<file path="config.mk">
export PLATFORM = sky130hd
export DESIGN_NAME = evm_ballot_unit
export DESIGN_NICKNAME = d
export VERILOG_FILES = /design/src/rtl/evm_pkg.sv /design/src/rtl/evm_debounce.sv /design/src/rtl/evm_ballot_unit.sv
export SDC_FILE = /design/constraint.sdc
export NUM_CORES = 1
export LEC_CHECK = 0
export CAP_MARGIN = 10
export CORE_ASPECT_RATIO = 1.75
export CORE_MARGIN = 5
export CORE_UTILIZATION = 52
export DETAILED_ROUTE_END_ITERATION = 7
export DONT_BUFFER_PORTS = 1
export PLACE_DENSITY = 0.73
export SYNTH_ARGS = -nofsm -noshare
export SYNTH_HDL_FRONTEND = slang
export SYNTH_SLANG_ARGS = --single-unit
</file>
<file path="constraint.sdc">
create_clock -name clk -period 3.8 [get_ports clk]
set_input_delay 0.76 -clock clk [delete_from_list [all_inputs] [get_ports clk]]
set_output_delay 0.76 -clock clk [all_outputs]
set_load 0.1 [all_outputs]
</file>
<file path="src/rtl/evm_pkg.sv">
// Shared types and constants for the EVM ballot unit.
package evm_pkg;

    // Candidate identifiers carried on vote_cand.
    localparam logic [1:0] CAND_A = 2'd0;
    localparam logic [1:0] CAND_B = 2'd1;
    localparam logic [1:0] CAND_C = 2'd2;

    // Stable synchronised samples needed before a button level is accepted.
    localparam int DEBOUNCE_CYCLES_DEFAULT = 65535;

    typedef enum logic [1:0] {
        IDLE    = 2'd0,
        ARMED   = 2'd1,
        SEND    = 2'd2,
        RELEASE = 2'd3
    } ballot_state_e;

    // Number of press pulses present in one cycle (0..3).
    function automatic logic [1:0] press_count(input logic [2:0] press);
        return 2'(press[0]) + 2'(press[1]) + 2'(press[2]);
    endfunction

    // Candidate id of a one-hot press vector (bit 0 = A, bit 1 = B, bit 2 = C).
    function automatic logic [1:0] press_to_cand(input logic [2:0] press);
        if (press[0]) return CAND_A;
        if (press[1]) return CAND_B;
        return CAND_C;
    endfunction

endpackage

</file>
<file path="src/rtl/evm_debounce.sv">
// One button channel: 2-flop synchroniser, stability counter, debounced level
// and a registered one-cycle press pulse on each debounced 0->1 transition.
module evm_debounce #(
    parameter int CNT_W           = 16,
    parameter int DEBOUNCE_CYCLES = 65535
) (
    input  logic clk,
    input  logic rst,
    input  logic btn_raw,
    output logic level,
    output logic press
);

    // The sample that completes a run of DEBOUNCE_CYCLES mismatches flips the level.
    localparam logic [CNT_W-1:0] LAST_CNT = CNT_W'(DEBOUNCE_CYCLES - 1);

    logic             sync1_q, sync1_d;
    logic             sync2_q, sync2_d;
    logic             level_q, level_d;
    logic             prev_q,  prev_d;
    logic             press_q, press_d;
    logic [CNT_W-1:0] cnt_q,   cnt_d;

    // Next-state: synchronise, count consecutive disagreeing samples, detect rise.
    always_comb begin
        // NOTE: every signal assigned here gets a default first so no path leaves it
        // unassigned; an unassigned path would infer a latch.
        sync1_d = btn_raw;
        sync2_d = sync1_q;
        level_d = level_q;
        cnt_d   = '0;
        prev_d  = level_q;
        press_d = level_q & ~prev_q;
        if (sync2_q != level_q) begin
            if (cnt_q == LAST_CNT) begin
                level_d = ~level_q;
            end else begin
                cnt_d = cnt_q + CNT_W'(1);
            end
        end
    end

    // State register with synchronous active-low reset.
    always_ff @(posedge clk) begin
        // NOTE: sequential state uses non-blocking assignments so every flop samples
        // the pre-edge value of its inputs regardless of statement order.
        if (!rst) begin
            sync1_q <= 1'b0;
            sync2_q <= 1'b0;
            level_q <= 1'b0;
            prev_q  <= 1'b0;
            press_q <= 1'b0;
            cnt_q   <= '0;
        end else begin
            sync1_q <= sync1_d;
            sync2_q <= sync2_d;
            level_q <= level_d;
            prev_q  <= prev_d;
            press_q <= press_d;
            cnt_q   <= cnt_d;
        end
    end

    assign level = level_q;
    assign press = press_q;

endmodule

</file>
<file path="src/rtl/evm_ballot_unit.sv">
// Voter-side ballot unit: debounces three candidate buttons, accepts one vote
// per issued ballot and offers it once over a valid/ready handshake.
module evm_ballot_unit
    import evm_pkg::*;
#(
    parameter int DEBOUNCE_CYCLES = DEBOUNCE_CYCLES_DEFAULT,
    parameter int CNT_W           = 16
) (
    input  logic       clk,
    input  logic       rst,
    input  logic       ballot_issue,
    input  logic       btn_a,
    input  logic       btn_b,
    input  logic       btn_c,
    output logic       vote_valid,
    output logic [1:0] vote_cand,
    input  logic       vote_ready,
    output logic       ready_led,
    output logic       busy_led,
    output logic       multi_press
);

    logic [2:0]    btn_raw;
    logic [2:0]    level;
    logic [2:0]    press;
    logic [1:0]    n_press;

    ballot_state_e state_q, state_d;
    logic [1:0]    cand_q,  cand_d;
    logic          multi_q, multi_d;

    assign btn_raw = {btn_c, btn_b, btn_a};
    assign n_press = press_count(press);

    for (genvar i = 0; i < 3; i++) begin : g_btn
        evm_debounce #(
            .CNT_W           (CNT_W),
            .DEBOUNCE_CYCLES (DEBOUNCE_CYCLES)
        ) u_debounce (
            .clk     (clk),
            .rst     (rst),
            .btn_raw (btn_raw[i]),
            .level   (level[i]),
            .press   (press[i])
        );
    end

    // Ballot FSM: arm on issue, capture exactly one press, hold the offer until
    // accepted, then wait for every button to be released.
    always_comb begin
        state_d = state_q;
        cand_d  = cand_q;
        multi_d = 1'b0;
        unique case (state_q)
            IDLE: begin
                if (ballot_issue) state_d = ARMED;
            end
            ARMED: begin
                if (n_press == 2'd1) begin
                    cand_d  = press_to_cand(press);
                    state_d = SEND;
                end else if (n_press >= 2'd2) begin
                    multi_d = 1'b1;
                end
            end
            SEND: begin
                if (vote_ready) state_d = RELEASE;
            end
            RELEASE: begin
                if (level == 3'b000) begin
                    state_d = IDLE;
                    cand_d  = CAND_A;
                end
            end
            default: state_d = IDLE;
        endcase
    end

    // FSM state, captured candidate and multi-press pulse registers.
    always_ff @(posedge clk) begin
        if (!rst) begin
            state_q <= IDLE;
            cand_q  <= CAND_A;
            multi_q <= 1'b0;
        end else begin
            state_q <= state_d;
            cand_q  <= cand_d;
            multi_q <= multi_d;
        end
    end

    assign vote_valid  = (state_q == SEND);
    assign vote_cand   = cand_q;
    assign ready_led   = (state_q == ARMED);
    assign busy_led    = (state_q == SEND) || (state_q == RELEASE);
    assign multi_press = multi_q;

endmodule

</file>
Word-level counts from Yosys, hierarchy flattened
Cells that the tools add are included.
{"block": "totals", "ff_bits": 68, "input_bits": 7, "output_inout_bits": 6, "elab_cells": 87}
{"block": "op_classes", "n_addsub": 5, "magnitude_cmp": 1, "eq_ne": 14, "mux": 19, "bitwise": 14, "n_reduce_logical": 13}
{"cell": "16-bit by 1-bit adder with 16-bit output (second input constant)", "n": 3}
{"cell": "16-bit equality test (second input constant)", "n": 3}
{"cell": "2-bit 2-to-1 mux", "n": 9}
{"cell": "3-bit OR reduction", "n": 4}
{"cell": "1-bit NOT", "n": 11}
{"cell": "1-bit 2-to-1 mux", "n": 8}
{"cell": "2-bit one-hot mux with 4 select lines", "n": 1}
{"cell": "2-bit AND reduction", "n": 3}
{"cell": "2-bit by 1-bit equality test with 1-bit output (second input constant)", "n": 2}
{"cell": "2-bit equality test (second input constant)", "n": 2}
{"cell": "2-bit by 1-bit inequality test with 1-bit output (second input constant)", "n": 2}
{"cell": "2-bit inequality test (second input constant)", "n": 2}
{"cell": "2-bit one-hot mux with 2 select lines", "n": 1}
{"cell": "4-bit AND reduction", "n": 1}
{"cell": "1-bit bitwise AND", "n": 3}
{"cell": "3-bit zero test", "n": 1}
{"cell": "1-bit inequality test", "n": 3}
{"cell": "3-bit AND reduction", "n": 1}
{"cell": "1-bit by 1-bit adder with 2-bit output", "n": 1}
{"cell": "2-bit by 1-bit adder with 2-bit output", "n": 1}
{"cell": "2-bit greater-or-equal comparator (second input constant)", "n": 1}
{"cell": "2-bit zero test", "n": 1}
{"cell": "2-bit nonzero test", "n": 1}
{"cell": "1-bit logical OR", "n": 1}

Longest topological paths before layout
Gate-level depths: netlist of run 1.
{"block": "depth", "depth_word": 12, "ltp_mapped": 7, "depth_no_buf": 6}

By module
A second synthesis of run 1 with hierarchy kept.
{"block": "unflattened", "hier_cells": 313, "hier_area_um2": 3001.6}
{"module": "evm_debounce", "instances": 3, "cells_per_inst": 92, "area_each_um2": 879.6}
{"module": "evm_ballot_unit", "instances": 1, "cells_per_inst": 37, "area_each_um2": 362.8}

Least setup slack after synthesis of run 1
No wires, ideal clock.
{"block": "synth_path", "path_type": "register -> output", "start": "reg state_q[0]", "end": "out busy_led", "arrival_time_ns": 1.821, "required_ns": 3.040, "path_slack_ns": 1.219, "path_stages_with_launch": 4, "n_path_buf": 0, "path_cell_list": "dfxtp_1 -> inv_1 -> ha_1 -> or2_2"}
{"block": "synth_between", "elab_chain_len": 2, "word_cells_on_any_way": 3, "classes_between": "2 x eq/ne; 1 x reduce/logical"}
{"element": "start, declared", "line_no": "evm_ballot_unit.sv:28", "text": "ballot_state_e state_q, state_d;"}
{"element": "start signal, assigned", "line_no": "evm_ballot_unit.sv:86", "text": "state_q <= state_d;"}
{"element": "2-bit equality test"}
{"element": "via vote_valid", "line_no": "evm_ballot_unit.sv:15", "text": "output logic vote_valid,"}
{"element": "1-bit logical OR", "line_no": "evm_ballot_unit.sv:95", "text": "assign busy_led = (state_q == SEND) || (state_q == RELEASE);"}
{"element": "end, declared", "line_no": "evm_ballot_unit.sv:19", "text": "output logic busy_led,"}
The timed path passes the listed nets, and every way through them passes these cells.

Worst setup path in the final report of run 1
Same ends and word-level chain as after synthesis.

==> reports/metrics.csv, run 1 <==
stage,metric,value,unit
outcome,status,completed,
power_and_ir_drop,sw_frac_of_total,0.2793,
synth,netlist_top_cells_count,"dfxtp_1 (68), nor2_1 (55), xor2_1 (27)",
synth,yosys.area.top_type_share,0.4575,
routing,final_antenna_net_count,0,
synth,yosys-mux-area-fraction,0.01682,
global_route,first_global_vias,2054,
power_and_ir_drop,p_seq_frac,0.452,
critical_path,cp_top_family,adder cells,
critical_path,startpoint,state_q[0],
power_and_ir_drop,p_int,1.198,mW
power_and_ir_drop,totalPowerFinal,1.663,mW
cts,cts_hold_buf,0,
synth,synth_top_family_by_area,simple AND/OR/NAND/NOR gates,
power_and_ir_drop,max-vdd-ir-drop,0.3877,mV
cts,root_buffer,clkbuf_8,
critical_path,max_stage_delay,0.85,ns
cts,tritoncts,yes,
worst_hold_path,min_path_type,register to register,
finish,layout-area-overhead-vs-synth,8.873,%
synth,synth_area_leader_cell,dfxtp_1,
synth,synth_warnings,0,
cts,worstSkewPairLatency,0.34,ns
finish,utilization,0.5800,
routing,drt_first_iter_violations,61,
cts,clk_pin_slew,0.08,ns
synth,synth-compound-area-share,0.03827,
cts,cts_max_path_buffers,2,
routing,drc,0,
timing,worst_slew_pin_slew,1.146,ns
worst_hold_path,min_from,g_btn[0].u_debounce.prev_q,
routing,drt-vias-per-instance,5.102,
placement,dpl_worst_slack,1.161,ns
power_and_ir_drop,leakagePower,1.171,nW
cts,clock_sinks,68,
cts,cts_setup_buffers,0,
synth,syn_area,0.002975,mm^2
floorplanning,rows,36,
routing,via_count,1995,
floorplanning,pin_count,13,
cts,cts_buffers,9,
global_route,grt_use_total,0.1519,
finish,diodes,0,
critical_path,cp.depth,3,
synth,synth-seq-area-share,0.4575,
placement,gp_congestion,0.7304,
synth,syn-num-nets,327,
placement,hpwlAfterDp,3269,um
timing,maxSlewHeadroom,0.2363,
timing,rsz0062_at_grt,no,
critical_path,crit_arrival,2.24,ns
placement,io_buffers,0,
synth,synthAdderAreaFrac,0.05299,
power_and_ir_drop,power_frac_comb,0.142,
timing,final_max_slew_viol_count,0,
job,cap_violations,0,
synth,synthDistinctLibCells,37,
floorplanning,initial_core_util,0.5327,
finish,drive_gt1_frac,0.07937,
routing,finalWirelength,4714,um
synth,async_flop_share,0,
critical_path,path_buf_inv,1,
timing,tns,0,ns
critical_path,crit_path_top_delay_cell,ha_1,
synth,synthSimpleGateAreaFrac,0.2675,
critical_path,start_kind,register,
timing,finalClockSkew,0.007799,ns
synth,synthFlopType,dfxtp_1,
critical_path,worstPathMaxFanout,4,
critical_path,r2r_slack,1.61,ns
timing,setup_violations,0,
timing,clock.fmax,333.9,MHz
power_and_ir_drop,clockPowerShare,0.406,
timing,final.setup.worst_slack,0.8048,ns
critical_path,reg2reg_depth,6,
synth,postSynthAreaPerCell,9.660,um^2
synth,synth-seq-cells,68,
critical_path,path_cells,inv_1 -> ha_1 -> or2_2,
routing,wl_per_cell,12.06,um
floorplanning,fp.coreArea,0.005585,mm^2
critical_path,end_kind,output pin,
worst_hold_path,min_path_cells,1,
timing,hold_violations,0,
floorplanning,die_h,110.1,um
routing,firstDrtPassIters,4,
finish,layout.nets,329,
timing,period_minus_slack,2.995,ns
floorplanning,die_area,0.007394,mm^2
global_route,antenna_found_initial,0,
global_route,overflow,0,
finish,nFillCells,505,
global_route,grt_max_degree,21,
synth,syn-instance-count,308,
critical_path,cp.required,3.04,ns
cts,cts_resized,0,
power_and_ir_drop,power_density,513.3,mW/mm^2
critical_path,crit_type,register to output pin,
synth,synth-edff-count,0,
synth,synth_xor_xnor_area_share,0.1295,
synth,synthTopCellsByArea,"dfxtp_1 (46%), xor2_1 (7.9%), nor2_1 (6.9%)",
cts,h-tree-depth,3,
global_route,grt_pass1_wl,8652,um
floorplanning,die_w,67.18,um
synth,yosysMostFrequentCell,dfxtp_1,
critical_path,reg2reg_from,state_q[1],
power_and_ir_drop,switching_power,0.4645,mW
timing,finalCritPeriodShare,0.7882,
timing,timing.hold.ws,0.3829,ns
-- flip-flops by register name, indices dropped and copies added (netlist names) --
name	count
g_btn.u_debounce.prev_q	3
g_btn.u_debounce.level	3
g_btn.u_debounce.cnt_q	48
vote_cand	2
g_btn.u_debounce.sync1_q	3
multi_press	1
g_btn.u_debounce.sync2_q	3
g_btn.u_debounce.press	3
state_q	2
-- worst paths after layout --
path	endpoint
worst max-delay path	busy_led
worst min-delay path	g_btn[0].u_debounce.press
worst max register to register	vote_cand[0]
worst min register to register	g_btn[0].u_debounce.press
-- layout by cell type, fill, tap and decap left out, types with 2 or more instances in the layout --
cell type	count
clkbuf_8	11
bufinv_16	2
dfxtp_1	68
nand3_1	14
nand4_1	19
o21ai_0	2
xnor2_1	17
and3_1	3
a21oi_1	2
and4_1	7
nor4_1	4
and2_1	11
nor2_1	55
xor2_1	27
mux2i_1	5
ha_1	11
nor2b_1	5
nand2b_1	2
inv_1	12
clkinvlp_4	2
nor3_1	7
nand2_1	13
-- metal layers --
layer	global-route usage	share of wire
met2	0.2632	0.54
met3	0.04057	0.032
met1	0.1638	0.41
met4	0.08273	0.021
met5	0	0
-- per-stage QoR --
stage	std cells	cell area, um^2
finish	391	3239
global route	391	3239
CTS	391	3239
detailed placement	375	3004
global placement	375	3004
floorplan	308	2975
-- cell families (layout without fill, tap and decap cells) --
family	after synthesis	count (layout)
xor gates and xnor gates	44	44
DFF	68	68
and+or+nand+nor	149	149
muxes	5	5
adders and majority gates	12	12
AOI/OAI and AO/OA	9	9
buffers and inverters	21	28
-- power groups by stage --
stage                     logic, mW  clock network, mW  registers (mW)
final                         0.236              0.675           0.751
after detailed placement      0.238                  0           0.768
after CTS                     0.238              0.693           0.752
after floorplan               0.225                  0           0.765
after global routing          0.254              0.723           0.753
after global placement        0.233                  0           0.767
-- area by class of cell --
cell class / instances / area, um^2 / share of cell area
multi-input cells: 219 / 1503 / 0.4639
clock inverters: 5 / 83.83 / 0.02588
clock buffers: 11 / 151.4 / 0.04674
inverters: 12 / 45.04 / 0.01390
well taps: 76 / 95.09 / 0.02935
flip-flops and latches: 68 / 1361 / 0.4202
(Power assumes the default switching activity.)
==> run 2: changes to the inputs <==
==> constraint.sdc (replaced) <==
create_clock -name clk -period 2.9 [get_ports clk]
set_input_delay 0.58 -clock clk [delete_from_list [all_inputs] [get_ports clk]]
set_output_delay 0.58 -clock clk [all_outputs]
set_load 0.1 [all_outputs]
==> reports/metrics.csv, run 2 (synthesized netlist as in run 1, its figures left out) <==
stage,metric,value,unit,change
routing,firstDrtPassIters,4,,unchanged
power_and_ir_drop,leakagePower,1.166,nW,-0.46%
floorplanning,pin_count,13,,unchanged
timing,period_minus_slack,2.391,ns,
floorplanning,die_area,0.007394,mm^2,unchanged
finish,diodes,0,,unchanged
critical_path,cp.required,2.32,ns,-0.72 ns
timing,finalCritPeriodShare,0.8244,,
power_and_ir_drop,power_frac_comb,0.153,,+0.011
finish,mostFrequentLayoutCells,"dfxtp_1 (68), nor2_1 (55), xor2_1 (27), nand4_1 (19), xnor2_1 (17)",,
finish,regMostFlops,g_btn.u_debounce.cnt_q,,
routing,via_count,1975,,-1.0%
finish,nFillCells,516,,+2.2%
placement,place_inst,377,,+0.53%
power_and_ir_drop,p_int,1.490,mW,+24%
critical_path,end_kind,output pin,,
power_and_ir_drop,clockPowerShare,0.376,,-0.030
floorplanning,rows,36,,unchanged
finish,drive_gt1_frac,0.07886,,-0.0005007
global_route,grt_pass1_wl,8611,um,-0.47%
global_route,antenna_found_initial,0,,unchanged
routing,finalWirelength,4771,um,+1.2%
cts,h-tree-depth,3,,unchanged
cts,clock_sinks,68,,unchanged
finish,utilization,0.5771,,-0.002912
critical_path,crit_arrival,1.81,ns,-0.43 ns
critical_path,crit_type,register to output pin,,
placement,dpl_worst_slack,0.8695,ns,-0.2914 ns
timing,final.setup.worst_slack,0.5093,ns,-0.2955 ns
finish,layout-area-overhead-vs-synth,8.326,%,
power_and_ir_drop,sw_frac_of_total,0.2872,,+0.007820
cts,cts_max_path_buffers,2,,unchanged
global_route,overflow,0,,unchanged
timing,clock.fmax,418.3,MHz,
routing,drt-vias-per-instance,5.025,,-1.5%
global_route,grt_use_total,0.1523,,+0.0004358
routing,final_antenna_net_count,0,,unchanged
timing,setup_violations,0,,unchanged
cts,cts_hold_buf,0,,unchanged
routing,drt_first_iter_violations,117,,+92%
timing,hold_violations,0,,unchanged
cts,clk_pin_slew,0.07,ns,about the same
finish,final_common_cell,dfxtp_1,,
cts,cts_setup_buffers,0,,unchanged
placement,gp_congestion,0.7282,,-0.30%
cts,cts_resized,0,,unchanged
timing,rsz0062_at_grt,no,,
job,cap_violations,0,,unchanged
floorplanning,fp.coreArea,0.005585,mm^2,unchanged
global_route,first_global_vias,2046,,-0.39%
critical_path,worstPathMaxFanout,4,,unchanged
timing,finalClockSkew,0.006050,ns,-0.001749 ns
placement,hpwlAfterDp,3378,um,+3.3%
cts,worstSkewPairLatency,0.34,ns,about the same
finish,largest_reg_flops,48,,unchanged
cts,root_buffer,clkbuf_8,,
global_route,grt_max_degree,21,,unchanged
floorplanning,initial_core_util,0.5327,,unchanged
cts,cts_buffers,9,,unchanged
power_and_ir_drop,switching_power,0.6004,mW,+29%
finish,finalNonFillerCells,393,,+0.51%
routing,wl_per_cell,12.14,um,+0.69%
timing,tns,0,ns,unchanged
cts,tritoncts,yes,,
power_and_ir_drop,p_seq_frac,0.471,,+0.019
floorplanning,die_h,110.1,um,unchanged
placement,io_buffers,0,,unchanged
timing,maxSlewHeadroom,0.3396,,+0.1033
power_and_ir_drop,totalPowerFinal,2.091,mW,+26%
outcome,status,completed,,
worst_hold_path,min_path_type,input pin to register,,
finish,layout.nets,331,,+0.61%
power_and_ir_drop,power_density,648.7,mW/mm^2,+26%
timing,worst_slew_pin_slew,0.9892,ns,-0.1563 ns
critical_path,start_kind,register,,
routing,drc,0,,unchanged
power_and_ir_drop,max-vdd-ir-drop,0.3522,mV,-9.1%
timing,final_max_slew_viol_count,0,,unchanged
floorplanning,die_w,67.18,um,unchanged
==> run 2: cell types whose count changed in the layout (fill, tap and decap cells not counted), sizes merged <==
cell,before,now
bufinv,2,1
clkbuf,11,13
buf,0,2
clkinv,1,0
==> run 2: path summary, 6_finish.rpt <==
path                                start                            end  cells past startpoint  slack (ns)
min reg2reg    g_btn[1].u_debounce.prev_q      g_btn[1].u_debounce.press                      1        0.38
max reg2reg  g_btn[0].u_debounce.cnt_q[2]  g_btn[0].u_debounce.cnt_q[12]                      4        0.96
min                                   rst    g_btn[1].u_debounce.sync1_q                      1        0.36
max                            state_q[0]                       busy_led                      4        0.51
==> run 2: power by group through the flow <==
stage | clock network (mW) | logic [mW] | registers [mW]
finish | 0.785 | 0.321 | 0.985
global route | 0.852 | 0.344 | 0.987
CTS | 0.811 | 0.323 | 0.985
detailed placement | 0 | 0.323 | 1.01
global placement | 0 | 0.317 | 1.01
floorplan | 0 | 0.295 | 1.00
==> run 2: critical path: stages, from the launching register on <==
cell and delay (ns):
dfxtp_1 0.38, inv_1 0.10, ha_1 0.20, buf_4 0.23, or2_2 0.56
==> run 2: area by class of cell <==
class                           instances  area (um^2)  share of cell area
Multi-Input combinational cell        219         1503              0.4662
Sequential cell                        68         1361              0.4224
Clock buffer                           13        158.9             0.04930
Tap cell                               76        95.09             0.02950
Clock inverter                          3        45.04             0.01398
Inverter                               12        45.04             0.01398
Timing Repair Buffer                    2        15.01            0.004658
==> run 2: stage by stage <==
step | area (um^2) | hold WS (ns)
after floorplan | 2975 | 0.3682
after CTS | 3223 | 0.3425
final | 3223 | 0.3638
after global placement | 3019 | 0.3745
after detailed placement | 3019 | 0.3742
after global routing | 3223 | 0.3468
==> run 2: per-layer routing <==
metal  part of all wire  vias to the layer above  global-route usage
met5                  0                        -                   0
met2               0.54                       15              0.2702
met3              0.026                        7             0.05071
met4              0.018                        0             0.07402
li1                   -                     1039                   -
met1               0.42                      914              0.1562
